--- src/rtl/fir_sequencer_if.sv ---
// fir_sequencer_if: handshake bundle between the FIR control sequencer and its
// environment (input FIFO, delay line, datapath, accumulator, output FIFO).
//   master : the sequencer; drives strobes, phase select and status
//   slave  : the environment; drives run/flush requests and FIFO flags
// Optional macro FIR_STALL_CNT_EN adds the stall_cnt status bus (STALL_W bits).
interface fir_sequencer_if
`ifdef FIR_STALL_CNT_EN
    #(parameter int unsigned STALL_W = 16)
`endif
    ;
    logic       enable;
    logic       flush;
    logic       in_empty;
    logic       PullOut;
    logic       shift_en;
    logic [1:0] count;
    logic       valid;
    logic       acc_en;
    logic       out_full;
    logic       out_push;
    logic       busy;
    logic       primed;
`ifdef FIR_STALL_CNT_EN
    logic [STALL_W-1:0] stall_cnt;
`endif

    modport master (
        input  enable, flush, in_empty, out_full,
        output PullOut, shift_en, count, valid, acc_en, out_push, busy, primed
`ifdef FIR_STALL_CNT_EN
        , output stall_cnt
`endif
    );

    modport slave (
        output enable, flush, in_empty, out_full,
        input  PullOut, shift_en, count, valid, acc_en, out_push, busy, primed
`ifdef FIR_STALL_CNT_EN
        , input stall_cnt
`endif
    );
endinterface

--- src/rtl/fir_sequencer.sv ---
// fir_sequencer: control FSM for the symmetric 29-tap complex FIR datapath.
// Pulls samples from the input FIFO into the delay line; once TAPS samples are
// in the line, every pull runs NUM_PHASES datapath phases, one accumulate
// cycle and one output-FIFO push.
// Ports:
//   Clk    : clock, all logic on posedge
//   Reset  : synchronous, active-low
//   bus    : fir_sequencer_if.master (enable, flush, in_empty, out_full in;
//            PullOut, shift_en, count, valid, acc_en, out_push, busy, primed out)
// Optional macro FIR_STALL_CNT_EN: adds stall_cnt, a saturating count of cycles
// spent in PUSH with the output FIFO full, cleared only by Reset.
module fir_sequencer #(
    parameter int unsigned TAPS       = 29,
    parameter int unsigned NUM_PHASES = 3
`ifdef FIR_STALL_CNT_EN
    ,
    parameter int unsigned STALL_W    = 16
`endif
) (
    input logic                  Clk,
    input logic                  Reset,
    fir_sequencer_if.master      bus
);
    localparam int unsigned FILL_W = $clog2(TAPS + 1);

    localparam logic [2:0] StIdle = 3'd0;
    localparam logic [2:0] StPull = 3'd1;
    localparam logic [2:0] StCalc = 3'd2;
    localparam logic [2:0] StSum  = 3'd3;
    localparam logic [2:0] StPush = 3'd4;

    logic [2:0]        state_q, state_d;
    logic [FILL_W-1:0] fill_q, fill_d;
    logic [1:0]        count_q, count_d;

    always_comb begin
        state_d = state_q;
        fill_d  = fill_q;
        // count rests at 0 everywhere except while stepping through CALC
        count_d = 2'd0;
        case (state_q)
            StIdle: begin
                if (bus.enable && !bus.in_empty) state_d = StPull;
            end
            StPull: begin
                if (fill_q != FILL_W'(TAPS)) fill_d = fill_q + 1'b1;
                state_d = (fill_d == FILL_W'(TAPS)) ? StCalc : StIdle;
            end
            StCalc: begin
                if (count_q == 2'(NUM_PHASES - 1)) state_d = StSum;
                else                               count_d = count_q + 2'd1;
            end
            StSum: state_d = StPush;
            StPush: begin
                if (!bus.out_full) begin
                    state_d = (bus.enable && !bus.in_empty) ? StPull : StIdle;
                end
            end
            default: state_d = StIdle;
        endcase
        // flush discards the line contents and any in-flight output
        if (bus.flush) begin
            state_d = StIdle;
            fill_d  = '0;
            count_d = 2'd0;
        end
    end

    always_ff @(posedge Clk) begin
        if (!Reset) begin
            state_q <= StIdle;
            fill_q  <= '0;
            count_q <= 2'd0;
        end else begin
            state_q <= state_d;
            fill_q  <= fill_d;
            count_q <= count_d;
        end
    end

    // Outputs decode the registered state, so the reset cycle shows no strobe
    assign bus.PullOut  = (state_q == StPull);
    assign bus.shift_en = (state_q == StPull);
    assign bus.valid    = (state_q == StCalc);
    assign bus.count    = count_q;
    assign bus.acc_en   = (state_q == StSum);
    assign bus.out_push = (state_q == StPush) && !bus.out_full;
    assign bus.busy     = (state_q != StIdle);
    assign bus.primed   = (fill_q == FILL_W'(TAPS));

`ifdef FIR_STALL_CNT_EN
    logic [STALL_W-1:0] stall_q;

    always_ff @(posedge Clk) begin
        if (!Reset) begin
            stall_q <= '0;
        end else if ((state_q == StPush) && bus.out_full && (stall_q != '1)) begin
            stall_q <= stall_q + 1'b1;
        end
    end

    assign bus.stall_cnt = stall_q;
`endif
endmodule
--- src/flat_wrapper.sv ---
// flat-port wrapper written by rule: the top's interface ports become plain ports
module fir_sequencer_flat 
#(
    parameter int unsigned TAPS       = 29,
    parameter int unsigned NUM_PHASES = 3

)
  (Clk, Reset, bus_enable, bus_flush, bus_in_empty, bus_out_full, bus_PullOut, bus_shift_en, bus_count, bus_valid, bus_acc_en, bus_out_push, bus_busy, bus_primed);
  fir_sequencer_if bus_i ();
  input logic Clk;
  input logic Reset;
  input wire logic [$bits(bus_i.enable)-1:0] bus_enable;
  input wire logic [$bits(bus_i.flush)-1:0] bus_flush;
  input wire logic [$bits(bus_i.in_empty)-1:0] bus_in_empty;
  input wire logic [$bits(bus_i.out_full)-1:0] bus_out_full;
  output wire logic [$bits(bus_i.PullOut)-1:0] bus_PullOut;
  output wire logic [$bits(bus_i.shift_en)-1:0] bus_shift_en;
  output wire logic [$bits(bus_i.count)-1:0] bus_count;
  output wire logic [$bits(bus_i.valid)-1:0] bus_valid;
  output wire logic [$bits(bus_i.acc_en)-1:0] bus_acc_en;
  output wire logic [$bits(bus_i.out_push)-1:0] bus_out_push;
  output wire logic [$bits(bus_i.busy)-1:0] bus_busy;
  output wire logic [$bits(bus_i.primed)-1:0] bus_primed;
  assign bus_i.enable = bus_enable;
  assign bus_i.flush = bus_flush;
  assign bus_i.in_empty = bus_in_empty;
  assign bus_i.out_full = bus_out_full;
  assign bus_PullOut = bus_i.PullOut;
  assign bus_shift_en = bus_i.shift_en;
  assign bus_count = bus_i.count;
  assign bus_valid = bus_i.valid;
  assign bus_acc_en = bus_i.acc_en;
  assign bus_out_push = bus_i.out_push;
  assign bus_busy = bus_i.busy;
  assign bus_primed = bus_i.primed;
  fir_sequencer #(.TAPS(TAPS), .NUM_PHASES(NUM_PHASES)) u_core (.Clk(Clk), .Reset(Reset), .bus(bus_i));
endmodule
--- config.mk ---
export PLATFORM = sky130hd
export DESIGN_NAME = fir_sequencer_flat
export DESIGN_NICKNAME = d
export VERILOG_FILES = /design/src/rtl/fir_sequencer_if.sv /design/src/rtl/fir_sequencer.sv /design/src/flat_wrapper.sv
export SDC_FILE = /design/constraint.sdc
export NUM_CORES = 1
export LEC_CHECK = 0
export ABC_AREA = 1
export BUFFER_PORTS_ARGS = -buffer_cell sky130_fd_sc_hd__buf_2
export CAP_MARGIN = 0
export CORE_AREA = 10 10 47 49
export DETAILED_ROUTE_END_ITERATION = 7
export DIE_AREA = 0 0 57 59
export HOLD_SLACK_MARGIN = 0.1
export PLACE_DENSITY_LB_ADDON = 0.25
export SLEW_MARGIN = 20
export SYNTH_ARGS = -nofsm -noshare
export SYNTH_HDL_FRONTEND = slang
export SYNTH_SLANG_ARGS = --single-unit
--- constraint.sdc ---
create_clock -name Clk -period 1.49 [get_ports Clk]
set_input_delay 0 -clock Clk [delete_from_list [all_inputs] [get_ports Clk]]
set_output_delay 0 -clock Clk [all_outputs]
set_load 0.005 [all_outputs]
# Word-level counts from Yosys, hierarchy flattened
# Cells that the tools add are included.
[word_totals] rom_bits=0 n_memories=0 ram_bits=0 word_cells=35 register_bits=10 latchBits=0
[classes] mux=8 addsub=2 n_bitwise=2 n_reduce_logical=9 n_eq_ne=11 mul=0 div=0 n_shift=0 order_cmp=0
[op_table] cell="$pmux W3 S5" n=1
[op_table] cell="$eq A5 B5 Y1 const B" n=2
[op_table] cell="$mux W5" n=2
[op_table] cell="$mux W3" n=3
[op_table] cell="$eq A3 B2 Y1 const B" n=2
[op_table] cell="$add A5 B1 Y5 const B" n=1
[op_table] cell="$ne A5 B5 Y1 const B" n=1
[op_table] cell="$ne A2 B1 Y1 const B" n=2
[op_table] cell="$reduce_or A4 Y1" n=1
[op_table] cell="$eq A3 B1 Y1 const B" n=1
[op_table] cell="$eq A3 B3 Y1 const B" n=1
[op_table] cell="$logic_not A3 Y1" n=1
[op_table] cell="$reduce_and A3 Y1" n=1
[op_table] cell="$reduce_bool A3 Y1" n=1
[op_table] cell="$add A2 B1 Y2 const B" n=1
[op_table] cell="$eq A2 B2 Y1 const B" n=1
[op_table] cell="$logic_and A1 B1 Y1" n=2
[op_table] cell="$logic_not A1 Y1" n=2
[op_table] cell="$mux W2" n=1
[op_table] cell="$ne A2 B2 Y1 const B" n=1
[op_table] cell="$not A1 Y1" n=2
[op_table] cell="$reduce_or A2 Y1" n=1
[op_table] cell="$mux W1" n=1

# Longest topological paths before layout
[logic_depth] ltp_word=6 mapped_depth=10

# Worst setup path before layout
# OpenSTA, ideal clock, no wires.
[synth_timing] path_type="register to register" start="register u_core.fill_q[1]" end="register u_core.state_q[1]" setup_ps=118 slack_ps=234 n_path_buf=0 path_stages_with_launch=9 arrival_ps=1138 period_less_slack_ps=1256 cell_sequence="dfxtp_1 inv_1 ha_1 nand2_1 nand2_1 o21ai_0 nor2_1 nand3_1 a21oi_1"
[synth_between] elab_chain_len=6 elab_cells_between_ends=7 classes_between="add/sub (1); eq/ne (2); mux (4)"
[synth_lines] item="start, declared" line="fir_sequencer.sv:33" source="logic [FILL_W-1:0] fill_q, fill_d;"
[synth_lines] item="start signal, assigned" line="fir_sequencer.sv:76" source="fill_q <= fill_d;"
[synth_lines] item="$add A5 B1 Y5 / $ne A5 B5 Y1 (equally long branches)" line="fir_sequencer.sv:46" source="if (fill_q != FILL_W'(TAPS)) fill_d = fill_q + 1'b1;"
[synth_lines] item="$mux W5 (*)" line="fir_sequencer.sv:46"
[synth_lines] item="$mux W5 (*)" line="fir_sequencer.sv:41" source="case (state_q)"
[synth_lines] item="$eq A5 B5 Y1 (*)" line="fir_sequencer.sv:47" source="state_d = (fill_d == FILL_W'(TAPS)) ? StCalc : StIdle;"
[synth_lines] item="$mux W2 (*)" line="fir_sequencer.sv:47"
[synth_lines] item="$pmux W3 S5 (*)" line="fir_sequencer.sv:41"
[synth_lines] item="end signal, assigned" line="fir_sequencer.sv:71" source="state_q <= StIdle;"
[synth_lines] item="end signal, assigned" line="fir_sequencer.sv:75" source="state_q <= state_d;"
[synth_lines] item="end, declared" line="fir_sequencer.sv:32" source="logic [2:0] state_q, state_d;"
# Every way passes the cells marked *; elsewhere a longest branch is shown, timed or not. The select of a mux whose other input is x is not followed.
# A chain may end at the register's enable or synchronous reset.

# Worst setup path in the final report
# Ends and elaborated chain as after synthesis.

==> impl_metrics.sql <==
INSERT INTO impl_metrics (metric_group, metric, value, unit) VALUES
('status', 'status', 'finished, final reports clean', ''),
('hold_path', 'worst_hold_path_type', 'in2reg', ''),
('yosys', 'post_synth.cell_area_avg', '6.745', 'um^2'),
('finish', 'layout-drive-gt1-share', '0.2336', ''),
('drt', 'wire_per_inst', '11.02', 'um'),
('yosys', 'syn_nets', '96', ''),
('place', 'pre_cts_slack', '0.04611', 'ns'),
('floorplanning', 'initial_utilization', '0.4188', ''),
('worst_setup_path', 'crit_type', 'reg2reg', ''),
('finish', 'multi_input_comb_area', '300.3', 'um^2'),
('sta', 'worst-slew-pin-transition', '0.3317', 'ns'),
('yosys', 'ys_seq_elements', '10', ''),
('finish', 'layout.core_utilization', '0.5259', ''),
('yosys', 'synth_most_common_cell', 'inv_1', ''),
('clocking', 'post_cts_buffers', '0', ''),
('drt', 'post-route-drc-count', '0', ''),
('drt', 'vias_after_detailed_routing', '582', ''),
('clocking', 'clkSinkCount', '10', ''),
('yosys', 'top_cell_type_by_total_area_after_synthesis', 'dfxtp_1', ''),
('global_routing', 'grt_start_max_net_pins', '12', ''),
('clocking', 'numCtsBuffers', '3', ''),
('sta', 'setup-tns-final', '0', 'ns'),
('floorplanning', 'die-width', '57', 'um'),
('finish', 'fin_nets', '117', ''),
('hold_path', 'instance_count_along_the_most_critical_hold_path', '4', ''),
('global_routing', 'grt_util_all_layers', '0.08794', ''),
('yosys', 'synth_edf_count', '0', ''),
('clocking', 'worstSkewPairLatency', '0.27', 'ns'),
('hold_path', 'min_delay_worst_endpoint', 'u_core.fill_q[4]', ''),
('sta', 'slew_violations', '0', ''),
('worst_setup_path', 'timing.rr.start', 'u_core.fill_q[1]', ''),
('worst_setup_path', 'cp-end-kind', 'flop', ''),
('sta', 'period_share', '0.9173', ''),
('yosys', 'synthesis.area', '586.8', 'um^2'),
('power', 'post-layout-total-power', '0.5613', 'mW'),
('worst_setup_path', 'required', '1.65', 'ns'),
('drt', 'detailedRoute.firstIterationViolations', '5', ''),
('sta', 'timing.final.ws_setup', '0.1232', 'ns'),
('clocking', 'cts_root_buf', 'clkbuf_4', ''),
('place', 'portBuffers', '14', ''),
('sta', 'setup_repair_after_global_routing_missed_its_margin', 'false', ''),
('yosys', 'postSynth.asyncResetShare', '0', ''),
('power', 'p_leak', '0.3617', 'nW'),
('yosys', 'synth.top_cells.by_area', 'dfxtp_1, inv_1, nand2_1, nor2_1, ha_1', ''),
('sta', 'timing.slew.headroom', '0.7780', ''),
('global_routing', 'antenna_found_initial', '0', ''),
('drt', 'first_pass_iters', '4', ''),
('drt', 'antenna_violating_nets_post_route', '0', ''),
('drt', 'detail_route.wirelength', '1.355', 'mm'),
('yosys', 'ys_warn_count', '0', ''),
('yosys', 'synth_cells', '87', ''),
('finish', 'num-fill-cells', '140', ''),
('sta', 'finalClockSkew', '0.003904', 'ns'),
('yosys', 'synth_common_cells', 'inv_1, nand2_1, nor2_1', ''),
('global_routing', 'first_global_vias', '629', ''),
('hold_path', 'hp-start', 'Reset', ''),
('sta', 'setup_violations', '0', ''),
('worst_setup_path', 'arrival', '1.52', 'ns'),
('power', 'power.density', '761.7', 'nW/um^2'),
('clocking', 'depth_of_the_cts_h_tree', '1', ''),
('floorplanning', 'dieArea', '3363', 'um^2'),
('place', 'gpl.final_weighted_congestion', '0.8752', ''),
('yosys', 'yosys.cell_types.count', '19', ''),
('sta', 'timing.final.crit_period', '1.367', 'ns'),
('sta', 'fmax', '731.6', 'MHz'),
('finish', 'regArea', '201.4', 'um^2'),
('worst_setup_path', 'crit_path_max_fanout', '4', ''),
('finish', 'ant_diodes', '0', ''),
('place', 'detailedPlacementHpwl', '1.056', 'mm'),
('sta', 'hold_viol', '0', ''),
('yosys', 'part_of_the_yosys_area_used_for_sequential_elements', '0.3412', '');
==> cells in the final DEF (no fill, tap or decap) <==
| cell | n |
|---|---|
| inv_1 | 18 |
| o21ai_0 | 5 |
| nor3_2 | 2 |
| clkbuf_4 | 3 |
| buf_4 | 1 |
| nand3_1 | 4 |
| nor3_1 | 4 |
| dfxtp_2 | 1 |
| o21a_1 | 1 |
| ha_1 | 3 |
| nand2_1 | 14 |
| dlygate4sd3_1 | 3 |
| nor2_4 | 1 |
| nor2_1 | 11 |
| o211ai_1 | 2 |
| o21ai_1 | 2 |
| buf_2 | 14 |
| nand2_2 | 1 |
| dfxtp_1 | 9 |
| inv_2 | 1 |
| a22oi_1 | 1 |
| nor4_1 | 1 |
| a21oi_1 | 4 |
| clkbuf_8 | 1 |
==> worst max-delay path: stages, from the launching register on <==
cell and delay (ns):
dfxtp_1 0.38, inv_1 0.08, ha_1 0.19, nand2_1 0.17, nand2_1 0.07, o21ai_1 0.18, nor2_1 0.06, nand3_1 0.08
a21oi_1 0.06
==> what timing repair did <==
action	4_1_cts	5_1_grt
hold buffers	3	0
endpoints found under the setup margin	0	1
endpoints found under the hold margin	7	0
gates resized for setup	0	2
==> registers in the layout, summed over array words and instances (netlist names) <==
register,count
u_core.bus.count,2
u_core.fill_q,5
u_core.state_q,3
==> power breakdown <==
| part | total [mW] | internal (mW) | switching [mW] |
|---|---|---|---|
| clock | 0.250 | 0.149 | 0.101 |
| sequential | 0.273 | 0.270 | 0.00347 |
| combinational | 0.0385 | 0.0195 | 0.0190 |
| total | 0.561 | 0.438 | 0.124 |
==> logic make-up (layout without fill, tap and decap cells) <==
kind of cell	after synthesis	count (layout)	share of synthesized area
flops	10	10	0.3411
compound gates	15	15	0.1450
simple gates	38	38	0.3028
buf+inv	21	41	0.1471
fa+ha+maj	3	3	0.06397
==> final cells by class <==
| type | count | area share |
|---|---|---|
| clock buffer | 4 | 0.04924 |
| tap | 16 | 0.02716 |
| inverter | 19 | 0.09677 |
| sequential | 10 | 0.2733 |
| multi-input combinational | 56 | 0.4075 |
| timing repair buffer | 18 | 0.1460 |
==> how the worst max path moves through the flow <==
stage,startpoint,depth (start not counted),end
3_5_place_dp,u_core.fill_q[1],8,u_core.state_q[1]
4_1_cts,u_core.fill_q[1],8,u_core.state_q[1]
2_1_floorplan,u_core.fill_q[1],8,u_core.state_q[1]
6_report,u_core.fill_q[1],8,u_core.state_q[1]
5_1_grt,u_core.fill_q[1],8,u_core.state_q[1]
3_3_place_gp,u_core.fill_q[1],8,u_core.state_q[1]
==> per-stage QoR <==
stage,cell area [um^2],std cells
2_1_floorplan,586.8,87
3_3_place_gp,669.4,116
3_5_place_dp,669.4,116
4_1_cts,735.7,123
5_1_grt,737.0,123
6_report,737.0,123
==> metal layers <==
layer,vias to the layer above,track usage,routed length (um)
li1,317,-,-
met1,247,0.07758,581
met2,15,0.1581,665
met3,3,0.04077,83
met4,0,0.05705,25
met5,-,0,0
Power figures use the tool's default switching activity.
